==> config.mk <==
export PLATFORM = sky130hd
export DESIGN_NAME = nibble_packer_flat
export DESIGN_NICKNAME = d
export VERILOG_FILES = /design/src/rtl/nibble_pkg.sv /design/src/rtl/nibble_packer_if.sv /design/src/rtl/nibble_fifo.sv /design/src/rtl/nibble_packer.sv /design/src/flat_wrapper.sv
export SDC_FILE = /design/constraint.sdc
export NUM_CORES = 1
export LEC_CHECK = 0
export CORE_ASPECT_RATIO = 1.4
export CORE_MARGIN = 3
export CORE_UTILIZATION = 40
export DETAILED_ROUTE_END_ITERATION = 8
export HOLD_SLACK_MARGIN = 0.03
export SLEW_MARGIN = 5
export SYNTH_ARGS = -nofsm -noshare
export SYNTH_HDL_FRONTEND = slang
export SYNTH_HIERARCHICAL = 1
export SYNTH_SLANG_ARGS = --single-unit
export TNS_END_PERCENT = 20
==> constraint.sdc <==
create_clock -name clk -period 2.3 [get_ports clk]
set_clock_uncertainty 0.2 [all_clocks]
set_input_delay 0.345 -clock clk [delete_from_list [all_inputs] [get_ports clk]]
set_output_delay 0.345 -clock clk [all_outputs]
set_load 0.02 [all_outputs]
==> src/rtl/nibble_pkg.sv <==
// nibble_pkg: shared widths and the buffered word type for the nibble packer.
//   NIB_W     - width of one input nibble
//   WORD_NIBS - nibbles per packed output word
//   WORD_W    - packed output word width
//   word_t    - one output buffer entry {data, last}
package nibble_pkg;
    localparam int NIB_W     = 4;
    localparam int WORD_NIBS = 4;
    localparam int WORD_W    = 16;

    typedef struct packed {
        logic [WORD_W-1:0] data;
        logic              last;
    } word_t;
endpackage

==> src/rtl/nibble_packer_if.sv <==
// nibble_packer_if: nibble input stream and packed word output stream.
//   in / in_valid / in_last / in_ready      - upstream nibble handshake
//   out / out_last / out_valid / out_ready  - downstream word handshake
// slave  : the packer side
// master : the side that feeds nibbles and consumes words
interface nibble_packer_if;
    import nibble_pkg::*;

    logic [NIB_W-1:0]  in;
    logic              in_valid;
    logic              in_last;
    logic              in_ready;
    logic [WORD_W-1:0] out;
    logic              out_last;
    logic              out_valid;
    logic              out_ready;

    modport slave (
        input  in, in_valid, in_last, out_ready,
        output in_ready, out, out_last, out_valid
    );

    modport master (
        output in, in_valid, in_last, out_ready,
        input  in_ready, out, out_last, out_valid
    );
endinterface

==> src/rtl/nibble_fifo.sv <==
// nibble_fifo: small word_t FIFO used as the packer's output buffer.
//   clk, rst   - clock, async active-high reset (clears storage too)
//   push/pop   - write / read strobes; push+pop on the same edge keeps count
//   push_data  - entry to write
//   head       - entry at the read pointer (all zeros after reset)
//   full/empty/count - occupancy
module nibble_fifo
    import nibble_pkg::*;
#(
    parameter int DEPTH = 2
) (
    input  logic                         clk,
    input  logic                         rst,
    input  logic                         push,
    input  word_t                        push_data,
    input  logic                         pop,
    output word_t                        head,
    output logic                         full,
    output logic                         empty,
    output logic [$clog2(DEPTH+1)-1:0]   count
);
    localparam int PW = (DEPTH > 1) ? $clog2(DEPTH) : 1;
    localparam int CW = $clog2(DEPTH + 1);

    word_t         mem [DEPTH];
    logic [PW-1:0] wr_ptr, rd_ptr;
    logic          do_push, do_pop;

    // Pointers wrap explicitly so non power-of-two depths work.
    function automatic logic [PW-1:0] bump(input logic [PW-1:0] p);
        return (p == PW'(DEPTH - 1)) ? '0 : p + 1'b1;
    endfunction

    assign full    = (count == CW'(DEPTH));
    assign empty   = (count == '0);
    assign do_pop  = pop && !empty;
    // A pop on the same edge frees the slot, so a full FIFO may still take a push.
    assign do_push = push && (!full || do_pop);
    assign head    = mem[rd_ptr];

    always_ff @(posedge clk or posedge rst) begin
        if (rst) begin
            for (int i = 0; i < DEPTH; i++) mem[i] <= '0;
            wr_ptr <= '0;
            rd_ptr <= '0;
            count  <= '0;
        end else begin
            if (do_push) begin
                mem[wr_ptr] <= push_data;
                wr_ptr      <= bump(wr_ptr);
            end
            if (do_pop) rd_ptr <= bump(rd_ptr);
            if (do_push && !do_pop)      count <= count + 1'b1;
            else if (do_pop && !do_push) count <= count - 1'b1;
        end
    end
endmodule

==> src/rtl/nibble_packer.sv <==
// nibble_packer: packs a nibble stream LSB-first into 16-bit words and
// buffers finished words in nibble_fifo.
//   clk, rst - clock, async active-high reset
//   bus      - nibble_packer_if.slave (nibble in, word out handshakes)
// A word completes on its 4th nibble or on any nibble flagged in_last; an
// early word is zero-filled above the last written nibble and marked last.
module nibble_packer
    import nibble_pkg::*;
#(
    parameter int FIFO_DEPTH = 2
) (
    input  logic             clk,
    input  logic             rst,
    nibble_packer_if.slave   bus
);
    localparam int CW = $clog2(FIFO_DEPTH + 1);

    logic [1:0]                       cnt_q;
    logic [WORD_NIBS-1:0][NIB_W-1:0]  asm_q, asm_next;
    logic                             accept, completing, complete;
    logic                             fifo_full, fifo_empty, fifo_pop;
    logic [CW-1:0]                    fifo_count;
    word_t                            push_word, fifo_head;

    // Only completing nibbles need a FIFO slot; out_ready is deliberately
    // kept out of this term so in_ready has no combinational path from it.
    assign completing   = (cnt_q == 2'd3) || bus.in_last;
    assign bus.in_ready = !(fifo_full && completing);
    assign accept       = bus.in_valid && bus.in_ready;
    assign complete     = accept && completing;

    // The assembly register is cleared after every word, so the upper
    // nibbles of an early-terminated word are already zero.
    always_comb begin
        asm_next        = asm_q;
        asm_next[cnt_q] = bus.in;
    end

    assign push_word.data = asm_next;
    assign push_word.last = bus.in_last;

    always_ff @(posedge clk or posedge rst) begin
        if (rst) begin
            cnt_q <= '0;
            asm_q <= '0;
        end else if (accept) begin
            if (completing) begin
                cnt_q <= '0;
                asm_q <= '0;
            end else begin
                cnt_q <= cnt_q + 2'd1;
                asm_q <= asm_next;
            end
        end
    end

    assign fifo_pop = !fifo_empty && bus.out_ready;

    nibble_fifo #(.DEPTH(FIFO_DEPTH)) u_fifo (
        .clk       (clk),
        .rst       (rst),
        .push      (complete),
        .push_data (push_word),
        .pop       (fifo_pop),
        .head      (fifo_head),
        .full      (fifo_full),
        .empty     (fifo_empty),
        .count     (fifo_count)
    );

    assign bus.out_valid = (fifo_count != '0);
    assign bus.out       = fifo_head.data;
    assign bus.out_last  = fifo_head.last;
endmodule

==> src/flat_wrapper.sv <==
// flat-port wrapper written by rule: the top's interface ports become plain ports
module nibble_packer_flat import nibble_pkg::*;
#(
    parameter int FIFO_DEPTH = 2
)
  (clk, rst, bus_in, bus_in_valid, bus_in_last, bus_out_ready, bus_in_ready, bus_out, bus_out_last, bus_out_valid);
  nibble_packer_if bus_i ();
  input  logic clk;
  input  logic rst;
  input wire logic [$bits(bus_i.in)-1:0] bus_in;
  input wire logic [$bits(bus_i.in_valid)-1:0] bus_in_valid;
  input wire logic [$bits(bus_i.in_last)-1:0] bus_in_last;
  input wire logic [$bits(bus_i.out_ready)-1:0] bus_out_ready;
  output wire logic [$bits(bus_i.in_ready)-1:0] bus_in_ready;
  output wire logic [$bits(bus_i.out)-1:0] bus_out;
  output wire logic [$bits(bus_i.out_last)-1:0] bus_out_last;
  output wire logic [$bits(bus_i.out_valid)-1:0] bus_out_valid;
  assign bus_i.in = bus_in;
  assign bus_i.in_valid = bus_in_valid;
  assign bus_i.in_last = bus_in_last;
  assign bus_i.out_ready = bus_out_ready;
  assign bus_in_ready = bus_i.in_ready;
  assign bus_out = bus_i.out;
  assign bus_out_last = bus_i.out_last;
  assign bus_out_valid = bus_i.out_valid;
  nibble_packer #(.FIFO_DEPTH(FIFO_DEPTH)) u_core (.clk(clk), .rst(rst), .bus(bus_i));
endmodule
==> summary.txt, run 1 <==
Yosys
  – Share of the synthesized area in the top cell type: 48.67%
  – Post-Synthesis Cells: about 220
  – Leading area contributor after synthesis: dfrtp_1
  – Ys flop type: dfrtp_1
  – YS warnings: 6
  – Mapped cell area: 2879 um2
  – Yosys reg bits: 56
  – Yosys cell types: 28
  – Sequential cell area fraction in the yosys report: between 40% and 50%
  – Avg Synthesized Cell Area: 12.85 um2
  – Syn nets: 238
  – Count leader, synth: dfrtp_1
  – Most frequent cells after synthesis: dfrtp_1 (56), mux2_2 (55), inv_1 (17)
  – Top post-synthesis cells by area: dfrtp_1 (49%), mux2_2 (22%), mux2i_1 (4.2%), o221ai_2 (4.2%), nand2b_1 (2.6%)
  – Post-synth EDFFs: 0
  – Async S/R FF share, synth: 100.0%

Die
  – Die area: 8266 um2
  – Row Count: 36
  – Die width: 77.70 um
  – I/O pin count: 28
  – Initial Util: about two fifths
  – Die Ht: 106.4 um
  – Core area: 6982 um2

Setup path
  – CP max FO: 5
  – Critical Path AT: ~1.7 ns
  – Kind of critical path: flop to output port
  – FF-to-FF setup slack: 0.12 ns
  – Critical Path RT: 1.75 ns
  – CP endpoint kind: output port
  – CP Launch Type: flop

Power and ir drop
  – Total power draw: about 4.4 mW
  – Peak supply drop: 0.5545 mV
  – Leakage: roughly 1.7 nW
  – Pwr/cell area: roughly 1300 nW/um2

STA
  – Tcrit/Tclk final: 96.71%
  – Slew HR: 67.52%
  – Final TNS setup: 0 ns
  – Final setup vio count: 0
  – Final hold violation count: 0
  – Final min period: 2.224 ns
  – Max-slew violations: 0
  – RSZ-0062 raised after global routing: false
  – Worst Max-Slew Pin Slew: around 0.49 ns
  – FMAX: 0.4496 GHz

Run status
  – Outcome: complete, no violations

Place
  – PortBufs: 27
  – Routability cong.: 0.7491
  – Cell count after placement: about 350
  – HPWL after DPL: 4.000 mm

Clock network
  – Clk_lat worst skew: 0.30 ns
  – CTS Buf Count: 5
  – Clk sinks: 56
  – Clock Root Buffer: clkbuf_8
  – CTS tree: built
  – H-tree Lvls: 2
  – Clock transition at path regs: approximately 0.1 ns
  – Max Buffers Root-to-Sink: 2

Global route
  – Largest net degree at the start of global routing: 39
  – Grt ovf: 0
  – All-layer global routing usage: 14.87%
  – Initial antenna violation count: 0
  – First-pass GRT wire length: 9.666 mm
  – Vias in the first global route: around 1,900

Drt
  – DRT Wirelength: between 5 and 6 mm
  – Vias: 1,770
  – Post-route ant nets: 0
  – Iteration-0 DRC Markers: 111
  – Post-DR vias/cell: between 4 and 5
  – DRC errors left: 0
  – Router iterations before antenna repair: 4
  – Per-cell routed wire length: 15.30 um

Layout
  – Final nets: 280
  – Utilization after layout: between 40% and 50%
  – Non-filler instance count after layout: 362
  – Layout cells sized above 1: 37.08%
  – Fillers: ~660
  – Sequential cell area: 1401 um2
  – Footprint of the multi-input gates: between 1000 and 1500 um2
  – Diodes inserted: 0
  – P&R area growth vs syn: 19.08%

Run
  – Maxcap violations: 0

Min path
  – HP Class: input port to asynchronous set/reset pin
## what timing repair did
action | 4_1_cts | 5_1_grt
hold buffers | 0 | 0
gates cloned | 0 | 0
endpoints found under the setup margin | 18 | 1
buffers inserted | 0 | 1
resized for setup | 18 | 0
## report_power, final
group          leakage (nW)  switching (mW)  internal [mW]  total, mW
clock                0.0414           0.315          0.217      0.533
sequential            0.735           0.235           1.38       1.62
combinational         0.879            1.10           1.14       2.24
total                  1.65            1.65           2.74       4.39
## per-layer routing
| layer | wire length (um) | global-route usage (%) | up-vias |
|---|---|---|---|
| met4 | 79 | 4.580 | 0 |
| met1 | 2242 | 17.83 | 887 |
| met5 | 0 | 0 | - |
| li1 | - | - | 855 |
| met2 | 3101 | 27.02 | 22 |
| met3 | 113 | 2.203 | 6 |
## state kept, by name, summed over array words and instances (netlist names)
name / cells
u_core/asm_q: 16
u_core/cnt_q: 2
u_core/u_fifo/mem: 34
u_core/u_fifo/wr_ptr: 1
u_core/u_fifo/rd_ptr: 1
u_core/u_fifo/count: 2
## per-stage QoR
step	instance area (um2)	hold slack, ns	setup WS [ns]
after floorplan	2879	0.08357	0.01993
after global placement	3354	0.2847	-0.04849
after detailed placement	3354	0.2926	-0.1167
after CTS	3421	0.1743	0.05158
after global routing	3428	0.2206	0.006757
final	3428	0.1794	0.07560
## worst max-delay path: stages, from the launching register on
cell	delay [ns]
dfrtp_1	0.41
buf_4	0.17
or2_2	0.27
clkdlybuf4s50_1	0.54
## path summary, 6_finish.rpt
path                                          end  depth (start not counted)                   start
setup / recovery                    bus_out_valid                          3  u_core/u_fifo/count[0]
hold / removal                    u_core/asm_q[2]                          3                     rst
setup reg to reg           u_core/u_fifo/count[1]                          7         u_core/cnt_q[0]
hold reg to reg              u_core/u_fifo/mem[6]                          1    u_core/u_fifo/mem[6]
max in group asynchronous    u_core/u_fifo/mem[6]                          3                     rst
min in group clk             u_core/u_fifo/mem[6]                          1    u_core/u_fifo/mem[6]
## layout by cell type (no fill, tap or decap), drive strengths merged
cell	synthesis	layout
clkbuf	6	6
xnor2	2	2
clkdlybuf4s50	0	9
nor2	4	4
a21boi	4	4
nor2b	2	2
nor3b	2	2
a22oi	1	1
xor2	3	3
and2b	2	2
o221ai	13	13
dfrtp	56	56
or3b	1	1
clkinvlp	0	1
o21ai	2	2
ha	5	5
nand2b	12	12
mux2	55	55
and2	2	2
nand2	13	13
o211ai	1	1
mux2i	12	12
buf	7	21
clkinv	0	1
dlygate4sd2	0	18
or2	2	2
inv	17	17
## logic make-up (layout without fill, tap and decap cells)
logic type	Yosys count	after routing	share of synthesized area, %
DFF	56	56	48.67
xor gates and xnor gates	5	5	1.521
and+or+nand+nor	40	40	8.431
buffers and inverters	30	73	5.736
AOI/OAI and AO/OA	21	21	7.779
adders and majority gates	5	5	2.173
muxes	67	67	25.68
## layout make-up
type                    count  area share, %
multi-input cells         138          38.28
well taps                  95          3.467
flip-flops and latches     56          40.88
inverters                  17          1.861
clock inverters             2         0.4745
clock buffers               6          2.117
repair buffers             48          12.92
Power figures use the tool's default switching activity.
==> inputs of run 2 (changes only) <==
- CORE_UTILIZATION: 40 -> 51
- PLACE_DENSITY: unset -> 0.75
- SKIP_LAST_GASP: unset -> 1
- TNS_END_PERCENT: 20 -> 30
==> run 2 against run 1 <==
The run now ends with setup timing left. Global-route usage up 3.3 points. Maximum frequency is 4.0% lower. Total power is 5.6% higher. Non-clock buffer count fell by 2. Setup slack got worse by 0.093 ns. Sequential share of layout area barely moved. Hold slack got worse by 0.0040 ns. Critical path depth stayed put. Design area about the same. Via count increased by 1.8%.
==> summary.txt, run 2 (synthesis gave the netlist of run 1 again) <==
Run status
  – Outcome: finished with violations
  – Failing checks: setup timing

Place
  – PortBufs: 27
  – Area after DPL: around 3300 um2
  – HPWL after DPL: just under 4 mm
  – Routability cong.: ~0.8

Clock network
  – CTS Buf Count: 5
  – Post-CTS Setup Inserts: 0
  – H-tree Lvls: 2
  – Clk sinks: 56
  – CTS tree: built
  – Clock Root Buffer: clkbuf_8
  – Clock transition at path regs: about 0.09 ns
  – Max Buffers Root-to-Sink: 2
  – Clk_lat worst skew: 0.31 ns

Drt
  – Vias: 1,801
  – Per-cell routed wire length: 16.59 um
  – Router iterations before antenna repair: 4
  – Post-route ant nets: 0
  – DRC errors left: 0
  – DRT Wirelength: 5.476 mm
  – Iteration-0 DRC Markers: 80
  – Post-DR vias/cell: 5.458

Global route
  – Initial antenna violation count: 0
  – Vias in the first global route: 1,887
  – Largest net degree at the start of global routing: 39
  – First-pass GRT wire length: 9.342 mm
  – All-layer global routing usage: 18.21%
  – Grt ovf: 0

STA
  – Final min period: 2.317 ns
  – Tcrit/Tclk final: 100.8%
  – Final setup vio count: 1
  – Fin worst setup slack: -0.01733 ns
  – Slew HR: 67.30%
  – FMAX: ~0.43 GHz
  – Final TNS setup: -0.01733 ns
  – Worst Max-Slew Pin Slew: roughly 0.5 ns
  – RSZ-0062 raised after global routing: true
  – Max-slew violations: 0
  – Final hold violation count: 0

Die
  – Die Ht: 94.90 um
  – Core area: 5314 um2
  – Die width: 69.50 um
  – Die area: around 6600 um2
  – I/O pin count: 28
  – Initial Util: 54.18%
  – Row Count: 31

Setup path
  – Kind of critical path: flop to output port
  – Critical Path AT: about 1.8 ns
  – CP Launch Type: flop
  – Critical Path RT: approximately 1.8 ns
  – CP endpoint kind: output port
  – CP max FO: 15

Layout
  – Layout cells sized above 1: 36.74%
  – Largest regs: u_core/u_fifo/mem x34, u_core/asm_q x16
  – Most frequent cells in the layout: dfrtp_1 (56), mux2_2 (55), buf_4 (18), inv_1 (17)
  – Final nets: 278
  – Post-route design area: 3431 um2
  – P&R area growth vs syn: 19.17%
  – Biggest register: u_core/u_fifo/mem
  – Largest register FFs: 34
  – Diodes inserted: 0
  – Commonest non-fill, non-tap cell in the layout: dfrtp_1

Power and ir drop
  – P_sw: 1.650 mW
  – Leakage: 1.752 nW
  – Logic pwr share: between 40% and 50%
  – Fraction of power spent switching nets: 35.61%
  – Sequential cell fraction of total power: 35.6%
  – Peak supply drop: 0.8004 mV
  – Pwr/cell area: between 1000 and 1500 nW/um2
  – Clock share of power: around 16%
  – Power Internal: 2.985 mW
  – Total power draw: 4.635 mW

Min path
  – HP Class: input port to asynchronous set/reset pin

Run
  – Maxcap violations: 0
run 2: through the flow:
step | utilization, % | std cells | setup slack [ns] | hold WS [ns]
floorplan | - | 224 | 0.01993 | 0.08357
global placement | 61.83 | 323 | -0.07694 | 0.2847
detailed placement | 61.83 | 323 | -0.09986 | 0.2928
CTS | 64.14 | 330 | -0.05780 | 0.1840
global route | 64.56 | 330 | -0.07263 | 0.2085
finish | 64.56 | 330 | -0.01733 | 0.1754
run 2: timing repair:
| action | in CTS | in global routing |
|---|---|---|
| hold buffers | 0 | 0 |
| pin swaps | 0 | 0 |
| cloned | 0 | 0 |
| setup endpoints to repair | 18 | 32 |
| gates resized for setup | 5 | 9 |
run 2: path summary, 6_finish.rpt:
check,start,end,slack [ns],cells past startpoint
worst max-delay path,u_core/u_fifo/rd_ptr,bus_out[7],-0.02,3
worst min-delay path,rst,u_core/asm_q[5],0.18,3
worst max register to register,u_core/cnt_q[0],u_core/u_fifo/count[1],0.11,8
worst min register to register,u_core/u_fifo/mem[6],u_core/u_fifo/mem[6],0.31,1
max in group asynchronous,rst,u_core/u_fifo/mem[31],1.28,3
min in group clk,u_core/u_fifo/mem[6],u_core/u_fifo/mem[6],0.31,1
run 2: layer usage:
metal / track usage (%) / part of all wire (%) / vias up
met3: 3.514 / 2.9 / 8
li1: - / - / 846
met5: 0 / 0 / -
met2: 32.32 / 52 / 32
met1: 22.29 / 43 / 915
met4: 5.863 / 1.3 / 0
run 2: area by class of cell:
cell class,instances,area [um2]
fillers,432,1883
flip-flops and latches,56,1401
multi-input cells,138,1313
repair buffers,46,441.7
well taps,66,82.58
clock buffers,5,68.82
inverters,17,63.81
clock inverters,2,60.06
run 2: power by group through the flow:
stage | clock network, mW | registers (mW) | logic [mW]
global placement | 0 | 1.65 | 2.28
finish | 0.742 | 1.65 | 2.25
floorplan | 0 | 1.59 | 1.62
global route | 0.794 | 1.70 | 2.44
CTS | 0.764 | 1.65 | 2.30
detailed placement | 0 | 1.67 | 2.31
run 2: critical path, cell delays in order, from the launching register on:
cell and delay, ns:
dfrtp_1 0.42, buf_12 0.18, mux2_2 0.34, clkdlybuf4s50_1 0.53
==> inputs of run 3 (changes only) <==
- CORE_UTILIZATION: 51 -> 25
- PLACE_DENSITY: 0.75 -> unset
==> run 3 against run 2 <==
Highest routed layer unchanged. Clock power rose by 1%. Setup slack improved by 0.042 ns. Critical path depth did not move. Die area rose by 95%. First-iteration DRC count rose by 16%. The run now ends clean. Count of clock-buffer cells in the layout rose by 1. Sequential power fell by 3%. Routed wire length rose by 5.7%. Combinational power rose by 4%. Sequential cell count did not move. Largest power group unchanged. Largest cell class unchanged. Sequential share of layout area fell by 1.4 points.
==> summary.txt, run 3 (synthesis gave the netlist of run 1 again) <==
Layout
  – Commonest non-fill, non-tap cell in the layout: dfrtp_1
  – P&R area growth vs syn: 23.34%
  – Non-filler instance count after layout: 408
  – Most frequent cells in the layout: dfrtp_1 (56), mux2_2 (55), clkdlybuf4s50_1 (22), buf_4 (20), inv_1 (17)
  – Biggest register: u_core/u_fifo/mem
  – Final nets: 280
  – Layout cells sized above 1: 37.08%
  – Diodes inserted: 0
  – Largest regs: u_core/u_fifo/mem x34, u_core/asm_q x16
  – Largest register FFs: 34

Clock network
  – Clk sinks: 56
  – CTS Buf Count: 5
  – CTS tree: built
  – Max Buffers Root-to-Sink: 2
  – Clock Root Buffer: clkbuf_16
  – Clk_lat worst skew: just under 0.3 ns
  – H-tree Lvls: 2
  – Clock transition at path regs: 0.07 ns

STA
  – Final TNS setup: 0 ns
  – Final hold violation count: 0
  – Final min period: roughly 2.3 ns
  – Fin worst setup slack: 0.02457 ns
  – FMAX: 0.4395 GHz
  – Max-slew violations: 0
  – Tcrit/Tclk final: 98.93%
  – RSZ-0062 raised after global routing: true
  – Slew HR: 67.43%
  – Final setup vio count: 0
  – Worst Max-Slew Pin Slew: 0.4885 ns

Global route
  – Largest net degree at the start of global routing: 39
  – All-layer global routing usage: 9.255%
  – Grt ovf: 0
  – Vias in the first global route: roughly 1,900
  – First-pass GRT wire length: about 10 mm
  – Initial antenna violation count: 0

Power and ir drop
  – Total power draw: roughly 4.7 mW
  – Leakage: 1.678 nW
  – Pwr/cell area: 1323 nW/um2
  – Peak supply drop: approximately 0.57 mV

Setup path
  – CP Launch Type: flop
  – RR Startpoint: u_core/cnt_q[0]
  – Kind of critical path: flop to output port
  – CP endpoint kind: output port
  – Reg-to-reg endpoint: u_core/u_fifo/count[1]
  – FF-to-FF setup slack: 0.16 ns
  – Slowest cell on crit path: clkdlybuf4s50_1
  – CP peak stage delay: 0.55 ns
  – CP max FO: 10
  – Critical Path AT: ~1.7 ns
  – Critical path cell sequence: buf_4, mux2_2, clkdlybuf4s50_1
  – Worst reg-to-reg path cell count: 8
  – Critical Path RT: roughly 1.8 ns

Place
  – Cell count after placement: 400
  – Setup WS pre-CTS: -0.08039 ns
  – HPWL after DPL: about 4.3 mm
  – Routability cong.: ~0.76
  – PortBufs: 27

Drt
  – Router iterations before antenna repair: 4
  – DRC errors left: 0
  – DRT Wirelength: roughly 5.8 mm
  – Post-DR vias/cell: approximately 4.3
  – Iteration-0 DRC Markers: 93
  – Post-route ant nets: 0
  – Vias: 1,771
  – Per-cell routed wire length: 14.18 um

Die
  – Row Count: 45
  – Die Ht: 133.0 um
  – Initial Util: 26.09%
  – I/O pin count: 28
  – Die area: between 10,000 and 15,000 um2
  – Core area: 11,040 um2
  – Die width: 96.70 um

Run status
  – Outcome: complete, no violations

Run
  – Maxcap violations: 0

Min path
  – HP Class: input port to asynchronous set/reset pin
## run 3: per-stage QoR
stage               instance area [um2]  utilization, %  hold slack, ns
finish                             3551           32.18          0.2035
global route                       3551           32.18          0.2475
CTS                                3538           32.06          0.2219
detailed placement                 3395           30.76          0.2917
global placement                   3395           30.76          0.2838
floorplan                          2879               -         0.08357
## run 3: worst max-delay path by stage
| stage | slack, ns | end | from |
|---|---|---|---|
| 3_3_place_gp | -0.08 | u_core/u_fifo/count[1] | bus_in_last |
| 6_report | 0.02 | bus_out[4] | u_core/u_fifo/rd_ptr |
| 5_1_grt | -0.05 | bus_out[4] | u_core/u_fifo/rd_ptr |
| 3_5_place_dp | -0.08 | u_core/u_fifo/count[1] | bus_in_last |
| 2_1_floorplan | 0.02 | u_core/u_fifo/mem[18] | u_core/u_fifo/count[0] |
| 4_1_cts | -0.006 | bus_out[3] | u_core/u_fifo/rd_ptr |
## run 3: layout make-up
| cell class | instances | area [um2] |
|---|---|---|
| well taps | 141 | 176.4 |
| clock inverters | 2 | 16.27 |
| inverters | 17 | 63.81 |
| clock buffers | 6 | 128.9 |
| fillers | 1165 | 7485 |
| repair buffers | 48 | 449.2 |
| multi-input cells | 138 | 1315 |
| flip-flops and latches | 56 | 1401 |
## run 3: timing repair
action,in CTS,in global routing
hold endpoints to repair,0,0
resized for setup,1,5
pin swaps,0,0
setup buffers,0,0
hold buffers,0,0
setup endpoints to repair,3,18
## run 3: power by group
group	internal (mW)	switching, mW
sequential	1.39	0.218
clock	0.407	0.346
combinational	1.22	1.12
total	3.01	1.68
## run 3: worst max-delay path, delay by kind of cell, from the launching register on
kind     cells  cell delay, ns
flops        1            0.34
mux          1            0.35
buf+inv      2            0.75
## run 3: metal layers
metal	wire [um]	GRT usage, %
met5	0	0
met4	105	3.357
met3	156	1.477
met2	2982	16.55
met1	2542	11.12
